## src/rtl/jstk_pkg.sv

```systemverilog
// jstk_pkg: shared state type and constants for the Pmod JSTK2 SPI reader
package jstk_pkg;
    typedef enum logic [2:0] {S_IDLE, S_CS_SETUP, S_SHIFT, S_GAP, S_DONE} state_t;
    localparam int SCK_HALF_DEF = 50;
    localparam int CS_SETUP_DEF = 1500;
    localparam int BYTE_GAP_DEF = 1000;
    localparam int POLL_CYC_DEF = 1_000_000;
    localparam int NUM_BYTES = 5;
    localparam logic [9:0] POS_CENTER = 10'd512;
endpackage

```

## src/rtl/spi_byte_rx.sv

```systemverilog
// spi_byte_rx: SPI mode-0 single-byte receive engine, MSB first
module spi_byte_rx import jstk_pkg::*; #(
    parameter int SCK_HALF = SCK_HALF_DEF
) (
    input  logic       clk,
    input  logic       rst_n,
    input  logic       start,
    input  logic       miso,
    output logic       sck,
    output logic       done,
    output logic [7:0] data
);
    logic        active;
    logic [31:0] cnt;
    logic [2:0]  nbit;
    logic [7:0]  sh;

    assign data = sh;

    // low half then high half per bit; sample on the last clk of each high half
    always_ff @(posedge clk or negedge rst_n) begin
        if (!rst_n) begin
            active <= 1'b0;
            cnt    <= '0;
            nbit   <= '0;
            sck    <= 1'b0;
            sh     <= '0;
            done   <= 1'b0;
        end else begin
            done <= 1'b0;
            if (start) begin
                active <= 1'b1;
                cnt    <= '0;
                nbit   <= '0;
                sck    <= 1'b0;
            end else if (active) begin
                if (cnt == 32'(SCK_HALF - 1)) begin
                    cnt <= '0;
                    sck <= ~sck;
                    if (sck) begin
                        sh     <= {sh[6:0], miso};
                        nbit   <= nbit + 3'd1;
                        active <= nbit != 3'd7;
                        done   <= nbit == 3'd7;
                    end
                end else begin
                    cnt <= cnt + 32'd1;
                end
            end
        end
    end
endmodule

```

## src/rtl/jstk2_spi_reader.sv

```systemverilog
// jstk2_spi_reader: periodic 5-byte SPI poll of a Pmod JSTK2, publishes position and buttons
module jstk2_spi_reader import jstk_pkg::*; #(
    parameter int SCK_HALF = SCK_HALF_DEF,
    parameter int CS_SETUP = CS_SETUP_DEF,
    parameter int BYTE_GAP = BYTE_GAP_DEF,
    parameter int POLL_CYC = POLL_CYC_DEF
) (
    input  logic       clk,
    input  logic       rst_n,
    input  logic       enable,
    input  logic       jstk_miso,
    output logic       jstk_sck,
    output logic       jstk_mosi,
    output logic       jstk_cs,
    output logic [9:0] x_pos,
    output logic [9:0] y_pos,
    output logic       btn_jstk,
    output logic       btn_trig,
    output logic       sample_valid,
    output logic       busy
);
    state_t      state, state_n;
    logic [31:0] cnt, cnt_n;
    logic [2:0]  byte_idx, byte_idx_n;
    logic [1:0]  miso_sync;
    logic [7:0]  x_lo, y_lo;
    logic [1:0]  x_hi, y_hi;
    logic        start, rx_done, cap, last_byte, in_txn;
    logic [7:0]  rx_data;

    assign jstk_mosi = 1'b0;
    assign cap       = state == S_SHIFT && rx_done;
    assign last_byte = byte_idx == 3'(NUM_BYTES - 1);
    assign in_txn    = state_n inside {S_CS_SETUP, S_SHIFT, S_GAP};

    spi_byte_rx #(.SCK_HALF(SCK_HALF)) u_rx (
        .clk  (clk),
        .rst_n(rst_n),
        .start(start),
        .miso (miso_sync[1]),
        .sck  (jstk_sck),
        .done (rx_done),
        .data (rx_data)
    );

    // sequence poll wait, CS setup, five bytes with gaps, then output capture
    always_comb begin
        state_n    = state;
        cnt_n      = cnt;
        byte_idx_n = byte_idx;
        start      = 1'b0;
        case (state)
            S_IDLE: begin
                cnt_n = enable ? cnt + 32'd1 : '0;
                if (enable && cnt == 32'(POLL_CYC - 1)) begin
                    state_n = S_CS_SETUP;
                    cnt_n   = '0;
                end
            end
            S_CS_SETUP: begin
                cnt_n = cnt + 32'd1;
                if (cnt == 32'(CS_SETUP - 1)) begin
                    state_n    = S_SHIFT;
                    cnt_n      = '0;
                    byte_idx_n = '0;
                    start      = 1'b1;
                end
            end
            S_SHIFT: if (rx_done) begin
                byte_idx_n = byte_idx + 3'd1;
                state_n    = last_byte ? S_DONE : S_GAP;
            end
            S_GAP: begin
                cnt_n = cnt + 32'd1;
                if (cnt == 32'(BYTE_GAP - 1)) begin
                    state_n = S_SHIFT;
                    cnt_n   = '0;
                    start   = 1'b1;
                end
            end
            S_DONE: begin
                state_n = S_IDLE;
                cnt_n   = '0;
            end
            default: state_n = S_IDLE;
        endcase
    end

    // state, synchronizer, receive staging and published outputs
    always_ff @(posedge clk or negedge rst_n) begin
        if (!rst_n) begin
            state        <= S_IDLE;
            cnt          <= '0;
            byte_idx     <= '0;
            miso_sync    <= '0;
            x_lo         <= '0;
            x_hi         <= '0;
            y_lo         <= '0;
            y_hi         <= '0;
            jstk_cs      <= 1'b1;
            busy         <= 1'b0;
            x_pos        <= POS_CENTER;
            y_pos        <= POS_CENTER;
            btn_jstk     <= 1'b0;
            btn_trig     <= 1'b0;
            sample_valid <= 1'b0;
        end else begin
            state        <= state_n;
            cnt          <= cnt_n;
            byte_idx     <= byte_idx_n;
            miso_sync    <= {miso_sync[0], jstk_miso};
            jstk_cs      <= !in_txn;
            busy         <= in_txn;
            sample_valid <= state_n == S_DONE;
            if (cap && byte_idx == 3'd0) x_lo <= rx_data;
            if (cap && byte_idx == 3'd1) x_hi <= rx_data[1:0];
            if (cap && byte_idx == 3'd2) y_lo <= rx_data;
            if (cap && byte_idx == 3'd3) y_hi <= rx_data[1:0];
            if (state_n == S_DONE) begin
                x_pos    <= {x_hi, x_lo};
                y_pos    <= {y_hi, y_lo};
                btn_jstk <= rx_data[0];
                btn_trig <= rx_data[1];
            end
        end
    end
endmodule

```

## config.mk

```make
export PLATFORM = sky130hd
export DESIGN_NAME = jstk2_spi_reader
export DESIGN_NICKNAME = d
export VERILOG_FILES = /design/src/rtl/jstk_pkg.sv /design/src/rtl/spi_byte_rx.sv /design/src/rtl/jstk2_spi_reader.sv
export SDC_FILE = /design/constraint.sdc
export NUM_CORES = 1
export LEC_CHECK = 0
export ABC_AREA = 1
export CAP_MARGIN = 20
export CORE_ASPECT_RATIO = 1.2
export CORE_MARGIN = 4
export CORE_UTILIZATION = 40
export CTS_CLUSTER_DIAMETER = 80
export CTS_CLUSTER_SIZE = 14
export DETAILED_ROUTE_END_ITERATION = 6
export PLACE_DENSITY = 0.54
export SLEW_MARGIN = 20
export SYNTH_ARGS = -nofsm -noshare
export SYNTH_HDL_FRONTEND = slang
export SYNTH_SLANG_ARGS = --single-unit
```

## constraint.sdc

```tcl
create_clock -name clk -period 4.95 [get_ports clk]
set_input_delay 1.485 -clock clk [delete_from_list [all_inputs] [get_ports clk]]
set_output_delay 1.485 -clock clk [all_outputs]
set_load 0.05 [all_outputs]
```

==> impl_metrics.env, run 1 <==
export IMPL_wl_mm=19.21
export IMPL_diodes=0
export IMPL_finalHoldViolations=0
export IMPL_ctsResizeCount=0
export IMPL_fin_area_um2=8601
export IMPL_cts_tree="yes"
export IMPL_gp_congestion=0.9106
export IMPL_core_area_um2=18380
export IMPL_final_common_cell="nand2_1"
export IMPL_rsz0062_at_grt="no"
export IMPL_postRouteAntennaNets=0
export IMPL_route_met2_wl_mm=9.231
export IMPL_grtUsageTotal_pct=19.10
export IMPL_ys_top_cells_by_area="dfrtp_1 42%, nand2_1 16%, nor2_1 6.5%, nand3_1 6.4%, inv_1 5.1%"
export IMPL_place_inst=1294
export IMPL_drive_gt1_share_pct=9.497
export IMPL_irDropWorstVdd_mv=0.2349
export IMPL_slowest_delay_ns=0.79
export IMPL_status="finished, final reports clean"
export IMPL_cts_hold_fix_buffers=0
export IMPL_grt_pass1_vias=6404
export IMPL_remaining_drc_errors=0
export IMPL_synth_top_cell_area_share_pct=42.48
export IMPL_start_util_pct=41.03
export IMPL_highest_layer="met4"
export IMPL_timing_final_crit_share_pct=65.37
export IMPL_rows=54
export IMPL_cts_buffers=17
export IMPL_ys_flop_type="dfrtp_1"
export IMPL_p_leak_uw=0.004011
export IMPL_syn_inst=1033
export IMPL_criticalPathCategory="flip-flop to output port"
export IMPL_die_w_um=133.3
export IMPL_hold_class="flip-flop to flip-flop"
export IMPL_vias_per_cell=4.999
export IMPL_synth_edf_count=0
export IMPL_port_buffers=29
export IMPL_yosysSeqAreaShare_pct=43.53
export IMPL_syn_area_per_cell_um2=7.299
export IMPL_clockBufferDepth=2
export IMPL_wl_met3_um=647
export IMPL_p_per_area_nw_per_um2=272.2
export IMPL_wl_met1_mm=8.960
export IMPL_critical_path_top_delay_family="buffers and inverters"
export IMPL_io_pins=31
export IMPL_drtPass1Iterations=5
export IMPL_wire_per_inst_um=14.49
export IMPL_place_area_um2=8029
export IMPL_dpl_hpwl_mm=13.96
export IMPL_areaGrowthSynthToFinish_pct=14.07
export IMPL_finalMaxSlewViolations=0
export IMPL_ys_warn_count=0
export IMPL_cp_end_kind="output port"
export IMPL_clock_skew_ns=0.01229
export IMPL_fin_crit_ns=3.236
export IMPL_tns_ns=0
export IMPL_fin_cells=1326
export IMPL_num_vias=6629
export IMPL_syn_area_um2=7540
export IMPL_cp_slowest_cell="clkdlybuf4s50_1"
export IMPL_synth_seq_cells=131
export IMPL_holdWs_ns=0.3572
export IMPL_power_uw=2341
export IMPL_cap_violations=0
export IMPL_layout_common_cells="327 x nand2_1, 130 x nor2_1, 128 x dfrtp_1"
export IMPL_cts_setup_buffers=0
export IMPL_start_kind="flip-flop"
export IMPL_setup_viol=0
export IMPL_arrival_ns=1.75
export IMPL_worst_pin_slew_ns=0.8873
export IMPL_clock_sinks=131
export IMPL_grt_overflow=0
export IMPL_num_nets_final=1075
export IMPL_syn_num_nets=1047
export IMPL_crit_buf_inv=1
export IMPL_cts_max_level=4
export IMPL_clock_latency_ns=0.43
export IMPL_relSlewSlack_pct=40.85
export IMPL_dr_first_iter_drc_count=425
export IMPL_grt_antenna_before_repair=0
export IMPL_required_ns=3.46
export IMPL_synth_cell_type_count=38
export IMPL_nFillCells=1855
export IMPL_grt_max_degree=93
export IMPL_cts_root_buf="clkbuf_16"
export IMPL_yosysTopAreaCell="dfrtp_1"
export IMPL_path_cells="clkdlybuf4s50_1"
export IMPL_die_y_um=158.4
export IMPL_grt_pass1_wl_mm=32.56
export IMPL_worstPathMaxFanout=2
export IMPL_ys_async_sr_fraction_pct=100.0
export IMPL_die_area_um2=21120
export IMPL_max_clock_freq_ghz=0.3091
export IMPL_path_clk_slew_ns=0.07
==> metal layers <==
metal	global-route usage, %	vias to the layer above
li1	-	3380
met1	25.35	3089
met2	31.97	130
met3	3.034	30
met4	6.761	0
met5	0	-
==> cell type report <==
cell class / instances / area, um2 / area share, %
well taps: 252 / 315.3 / 3.666
flip-flops and latches: 131 / 3282 / 38.16
inverters: 116 / 435.4 / 5.063
repair buffers: 36 / 344.1 / 4.001
clock inverters: 14 / 142.6 / 1.658
multi-input cells: 759 / 3652 / 42.46
clock buffers: 18 / 429.2 / 4.990
==> cells by family (layout without fill, tap and decap cells) <==
family / Yosys count / count (layout) / share of synthesized area, %
AND/OR/NAND/NOR: 656 / 656 / 37.87
buffers and inverters: 143 / 184 / 8.032
flip-flops: 131 / 131 / 43.53
AO/OA/AOI/OAI: 54 / 54 / 3.784
multiplexers: 20 / 20 / 2.987
XOR/XNOR: 18 / 18 / 2.091
adder cells (fa/ha/maj): 10 / 10 / 1.659
other: 1 / 1 / 0.04974
==> flip-flops by register name (all words and copies together) (netlist names), 2 cells and up <==
register	cells
u_rx.nbit	3
y_lo	8
x_pos	10
byte_idx	3
state	3
x_lo	8
u_rx.data	8
y_pos	10
y_hi	2
x_hi	2
miso_sync	2
u_rx.cnt	32
cnt	32
==> path summary, 6_finish.rpt <==
check | start | endpoint | slack (ns) | depth (start not counted)
max reg2reg | cnt[0] | u_rx.data[0] | 2.57 | 11
max in group asynchronous | rst_n | x_pos[9] | 2.91 | 2
min reg2reg | miso_sync[0] | miso_sync[1] | 0.36 | 0
min in group asynchronous | rst_n | cnt[25] | 1.12 | 1
max | x_pos[9] | x_pos[9] | 1.71 | 1
min | miso_sync[0] | miso_sync[1] | 0.36 | 0
==> Yosys cell counts, types with 4 or more instances <==
library cell	instances
ha_1	10
or2_2	4
nor2_2	9
o21ai_0	37
inv_2	13
o21ai_1	5
nand2_1	327
nand2_2	4
nor3_1	30
inv_1	103
nor2_1	130
buf_2	9
nand4_1	41
xor2_1	17
clkbuf_1	6
dfrtp_1	128
a21oi_1	6
nor2_4	5
buf_6	6
mux2_2	20
nand3_1	97
==> stage by stage <==
stage | util, % | setup slack [ns]
global route | 46.80 | 1.668
finish | 46.80 | 1.714
global placement | 43.69 | 1.574
detailed placement | 43.69 | 1.530
CTS | 46.80 | 1.691
floorplan | - | 2.519
==> power breakdown <==
group          internal (uW)  total [uW]  leakage, uW  switching [uW]
sequential              1070        1070      0.00172           0.243
clock                    706        1240     0.000271             536
combinational           3.45        27.6      0.00202            24.1
(Power assumes the default switching activity.)
==> run 2, diff against run 1 <==
- clock period: 4.95 -> 3.2 ns (I/O delays scaled with it)
==> run 2 against run 1 <==
  * Clock power rose by 59%
  * Combinational power rose by 70%
  * Worst hold slack improved by 0.0032 ns
  * Critical path depth did not move
  * Sequential share of layout area fell by 0.34 points
  * Clock skew rose by 0.0035 ns
  * First-iteration DRC count fell by 15%
  * Register-to-register slack got worse by 1.7 ns
  * Final area rose by 0.89%
  * Worst setup slack got worse by 1.2 ns
  * Flip-flop and latch count did not move
  * Critical path type unchanged
  * Highest routed layer unchanged
==> impl_metrics.env, run 2 (synthesis results as in run 1) <==
export IMPL_status="finished, final reports clean"
export IMPL_largest_registers="cnt (32), u_rx.cnt (32)"
export IMPL_holdWs_ns=0.3604
export IMPL_slowest_delay_ns=0.79
export IMPL_grt_max_degree=59
export IMPL_vias_per_cell=4.926
export IMPL_crit_buf_inv=1
export IMPL_hold_class="flip-flop to flip-flop"
export IMPL_timing_final_crit_share_pct=84.23
export IMPL_swShare_pct=22.38
export IMPL_grt_overflow=0
export IMPL_postRouteAntennaNets=0
export IMPL_wire_per_inst_um=14.58
export IMPL_grtUsageTotal_pct=19.24
export IMPL_grt_pass1_vias=6315
export IMPL_tns_ns=0
export IMPL_max_clock_freq_ghz=0.3710
export IMPL_clock_latency_ns=0.42
export IMPL_final_common_cell="nand2_1"
export IMPL_port_buffers=29
export IMPL_fin_cells=1330
export IMPL_cts_max_level=4
export IMPL_criticalPathCategory="flip-flop to output port"
export IMPL_power_frac_seq_pct=45.2
export IMPL_die_w_um=133.3
export IMPL_worst_pin_slew_ns=0.8848
export IMPL_num_nets_final=1079
export IMPL_critical_path_top_delay_family="buffers and inverters"
export IMPL_power_net_switching_uw=821.7
export IMPL_diodes=0
export IMPL_irDropWorstVdd_mv=0.3361
export IMPL_required_ns=2.24
export IMPL_core_area_um2=18380
export IMPL_pwr_share_clk_pct=53.6
export IMPL_remaining_drc_errors=0
export IMPL_cp_slowest_cell="clkdlybuf4s50_1"
export IMPL_num_vias=6552
export IMPL_drive_gt1_share_pct=9.833
export IMPL_ctsResizeCount=0
export IMPL_reg2reg_slack_ns=0.91
export IMPL_die_area_um2=21120
export IMPL_finalMaxSlewViolations=0
export IMPL_rows=54
export IMPL_clock_skew_ns=0.01584
export IMPL_fin_crit_ns=2.695
export IMPL_finalHoldViolations=0
export IMPL_p_per_area_nw_per_um2=423.1
export IMPL_cts_tree="yes"
export IMPL_die_y_um=158.4
export IMPL_pwr_share_comb_pct=1.3
export IMPL_start_kind="flip-flop"
export IMPL_cts_hold_fix_buffers=0
export IMPL_io_pins=31
export IMPL_grt_antenna_before_repair=0
export IMPL_worstPathMaxFanout=2
export IMPL_relSlewSlack_pct=41.01
export IMPL_drtPass1Iterations=5
export IMPL_gp_congestion=0.8962
export IMPL_nFillCells=1889
export IMPL_clock_sinks=131
export IMPL_utilization_pct=47.22
export IMPL_rsz0062_at_grt="no"
export IMPL_path_clk_slew_ns=0.07
export IMPL_grt_pass1_wl_mm=32.52
export IMPL_wl_mm=19.39
export IMPL_path_cells="clkdlybuf4s50_1"
export IMPL_clockBufferDepth=2
export IMPL_areaGrowthSynthToFinish_pct=15.08
export IMPL_dr_first_iter_drc_count=362
export IMPL_p_leak_uw=0.004053
export IMPL_cts_setup_buffers=0
export IMPL_arrival_ns=1.74
export IMPL_internal_power_uw=2850
export IMPL_dpl_hpwl_mm=14.37
export IMPL_setup_viol=0
export IMPL_cp_end_kind="output port"
export IMPL_place_inst=1298
export IMPL_cts_root_buf="clkbuf_16"
export IMPL_layout_common_cells="327 x nand2_1, 130 x nor2_1, 128 x dfrtp_1"
export IMPL_cts_buffers=17
export IMPL_cap_violations=0
export IMPL_start_util_pct=41.03
run 2: path summary, 6_finish.rpt:
kind / endpoint / start / cells past startpoint
worst min register to register: miso_sync[1] / miso_sync[0] / 0
max in group asynchronous: x_pos[9] / rst_n / 2
min in group asynchronous: cnt[27] / rst_n / 1
worst max register to register: u_rx.cnt[14] / u_rx.cnt[0] / 9
worst min-delay path: miso_sync[1] / miso_sync[0] / 0
worst max-delay path: x_pos[9] / x_pos[9] / 1
run 2: cell type report:
type / count / area (um2) / area share, %
clock buffer: 19 / 442.9 / 5.105
clock inverter: 13 / 150.1 / 1.730
inverter: 116 / 435.4 / 5.018
multi-input combinational: 759 / 3652 / 42.09
sequential: 131 / 3282 / 37.82
tap: 252 / 315.3 / 3.634
timing repair buffer: 40 / 399.1 / 4.600
run 2: power groups by stage:
| stage | logic, uW | clock network, uW | registers (uW) |
|---|---|---|---|
| after global routing | 55.1 | 2080 | 1660 |
| after global placement | 50.5 | 0 | 1690 |
| after floorplan | 4.70 | 0 | 1690 |
| after CTS | 50.7 | 2010 | 1660 |
| after detailed placement | 50.7 | 0 | 1690 |
| final | 47.0 | 1970 | 1660 |
run 2: metrics by stage:
stage	cell area (um2)	total power, uW	worst slack, ns
2_1_floorplan	7540	1693	1.294
4_1_cts	8677	3721	0.4790
3_5_place_dp	8084	1739	0.4670
6_report	8677	3671	0.5045
3_3_place_gp	8084	1739	0.5211
5_1_grt	8677	3793	0.4488
run 2: routing by layer:
layer	GRT usage, %	vias up	share of wire [%]
li1	-	3380	-
met1	24.51	3052	45
met2	33.47	90	50
met3	3.603	30	2.6
met4	5.928	0	2.1
met5	0	-	0
==> run 3, diff against run 2 <==
- PLACE_DENSITY: 0.54 -> 0.57
- clock period: 3.2 -> 2.3 ns (I/O delays scaled with it)
==> run 3 against run 2 <==
  * Combinational power up 45%
  * Clock skew down 0.0051 ns
  * Register-to-register slack worse by 0.60 ns
  * Sequential power up 39%
  * Clock power up 38%
  * Final cell count up 1.5%
  * Critical path depth unchanged
  * Largest power group unchanged
==> impl_metrics.env, run 3 (synthesis results as in run 1) <==
export IMPL_status="finished, final reports clean"
export IMPL_cp_slowest_cell="clkdlybuf4s50_1"
export IMPL_slowest_delay_ns=0.80
export IMPL_place_ws_ns=-0.03139
export IMPL_wire_per_inst_um=13.98
export IMPL_critical_path_top_delay_family="buffers and inverters"
export IMPL_cts_max_level=4
export IMPL_reg2reg_from="u_rx.cnt[0]"
export IMPL_rsz0062_at_grt="no"
export IMPL_rows=54
export IMPL_wl_mm=18.87
export IMPL_grtUsageTotal_pct=18.86
export IMPL_num_nets_final=1099
export IMPL_hold_class="primary input to async pin"
export IMPL_port_buffers=29
export IMPL_cp_end_kind="output port"
export IMPL_fin_cells=1350
export IMPL_p_leak_uw=0.004410
export IMPL_start_kind="flip-flop"
export IMPL_clock_sinks=131
export IMPL_cts_buffers=17
export IMPL_clock_skew_ns=0.01076
export IMPL_cap_violations=0
export IMPL_fin_crit_ns=2.253
export IMPL_areaGrowthSynthToFinish_pct=17.47
export IMPL_place_inst=1318
export IMPL_grt_max_degree=45
export IMPL_pwr_share_comb_pct=1.3
export IMPL_crit_start="x_pos[0]"
export IMPL_num_vias=6664
export IMPL_drive_gt1_share_pct=11.93
export IMPL_required_ns=1.61
export IMPL_worst_pin_slew_ns=0.5200
export IMPL_irDropWorstVdd_mv=0.5043
export IMPL_dr_first_iter_drc_count=392
export IMPL_path_clk_slew_ns=0.07
export IMPL_worstPathMaxFanout=2
export IMPL_holdWs_ns=0.1513
export IMPL_start_util_pct=41.03
export IMPL_clockBufferDepth=2
export IMPL_timing_final_crit_share_pct=97.96
export IMPL_vias_per_cell=4.936
export IMPL_largest_registers="cnt (32), u_rx.cnt (32)"
export IMPL_gp_congestion=0.9095
export IMPL_grt_pass1_vias=6632
export IMPL_core_area_um2=18380
export IMPL_p_per_area_nw_per_um2=573.6
export IMPL_nFillCells=1869
export IMPL_clock_latency_ns=0.43
export IMPL_arrival_ns=1.56
export IMPL_power_net_switching_uw=1217
export IMPL_io_pins=31
export IMPL_final_common_cell="nand2_1"
export IMPL_grt_pass1_wl_mm=32.17
export IMPL_cts_root_buf="clkbuf_16"
export IMPL_path_cells="clkdlybuf4s50_1"
export IMPL_die_w_um=133.3
export IMPL_drtPass1Iterations=4
export IMPL_dpl_hpwl_mm=14.16
export IMPL_power_frac_seq_pct=45.4
export IMPL_layout_common_cells="327 x nand2_1, 130 x nor2_1, 128 x dfrtp_1"
export IMPL_cts_tree="yes"
export IMPL_postRouteAntennaNets=0
export IMPL_max_clock_freq_ghz=0.4438
export IMPL_swShare_pct=23.96
export IMPL_pwr_share_clk_pct=53.3
export IMPL_setup_viol=0
export IMPL_criticalPathCategory="flip-flop to output port"
export IMPL_die_y_um=158.4
export IMPL_internal_power_uw=3863
export IMPL_die_area_um2=21120
export IMPL_diodes=0
export IMPL_relSlewSlack_pct=65.24
export IMPL_finalHoldViolations=0
export IMPL_crit_buf_inv=1
export IMPL_remaining_drc_errors=0
export IMPL_setup_ws_ns=0.04682
export IMPL_grt_overflow=0
export IMPL_finalMaxSlewViolations=0
export IMPL_grt_antenna_before_repair=0
[run 3: cell count changes in the layout (fill, tap and decap cells not counted), sizes merged]
cell,previous run,this run
clkbuf,19,17
dlygate4sd2,0,5
clkinvlp,2,3
bufinv,2,1
inv,121,125
clkinv,4,2
buf,12,36
clkdlybuf4s50,28,7
dlymetal6s2s,0,12
[run 3: final cells by class]
class                      count  area (um2)  area share, %
timing repair buffer          60       575.6          6.498
tap                          252       315.3          3.560
clock buffer                  17       425.4          4.803
multi-input combinational    759        3657          41.29
inverter                     116       435.4          4.916
sequential                   131        3282          37.05
clock inverter                15       166.4          1.879
[run 3: metrics by stage]
step	total power, uW	util (%)	cell area, um2	setup TNS (ns)
global route	5269	48.20	8857	0
finish	5081	48.20	8857	0
detailed placement	2422	44.82	8237	-0.1734
floorplan	2356	-	7540	0
CTS	5156	48.01	8822	0
global placement	2422	44.82	8237	0
[run 3: final timing paths]
path	endpoint	slack, ns	cells past startpoint
setup reg to reg	u_rx.cnt[14]	0.31	9
hold / removal	cnt[19]	0.15	1
hold reg to reg	miso_sync[1]	0.35	0
min in group clk	miso_sync[1]	0.35	0
max in group asynchronous	jstk_cs	1.54	2
setup / recovery	x_pos[0]	0.05	1
[run 3: power groups by stage]
stage	logic (uW)	clock network, uW	registers [uW]
after floorplan	6.54	0	2350
after global placement	72.9	0	2350
after detailed placement	72.9	0	2350
after CTS	72.8	2780	2310
after global routing	79.5	2880	2300
final	68.0	2710	2310
[run 3: timing repair]
action | in CTS | in global routing
cloned | 0 | 0
buffers inserted | 0 | 0
hold buffers | 0 | 0
endpoints found under the setup margin | 5 | 24
resized for setup | 5 | 13
[run 3: per-layer routing]
metal,part of all wire (%),up-vias,track usage [%]
li1,-,3414,-
met1,44,3082,22.89
met2,50,130,33.62
met3,3.0,38,3.034
met4,2.6,0,7.741
met5,0,-,0
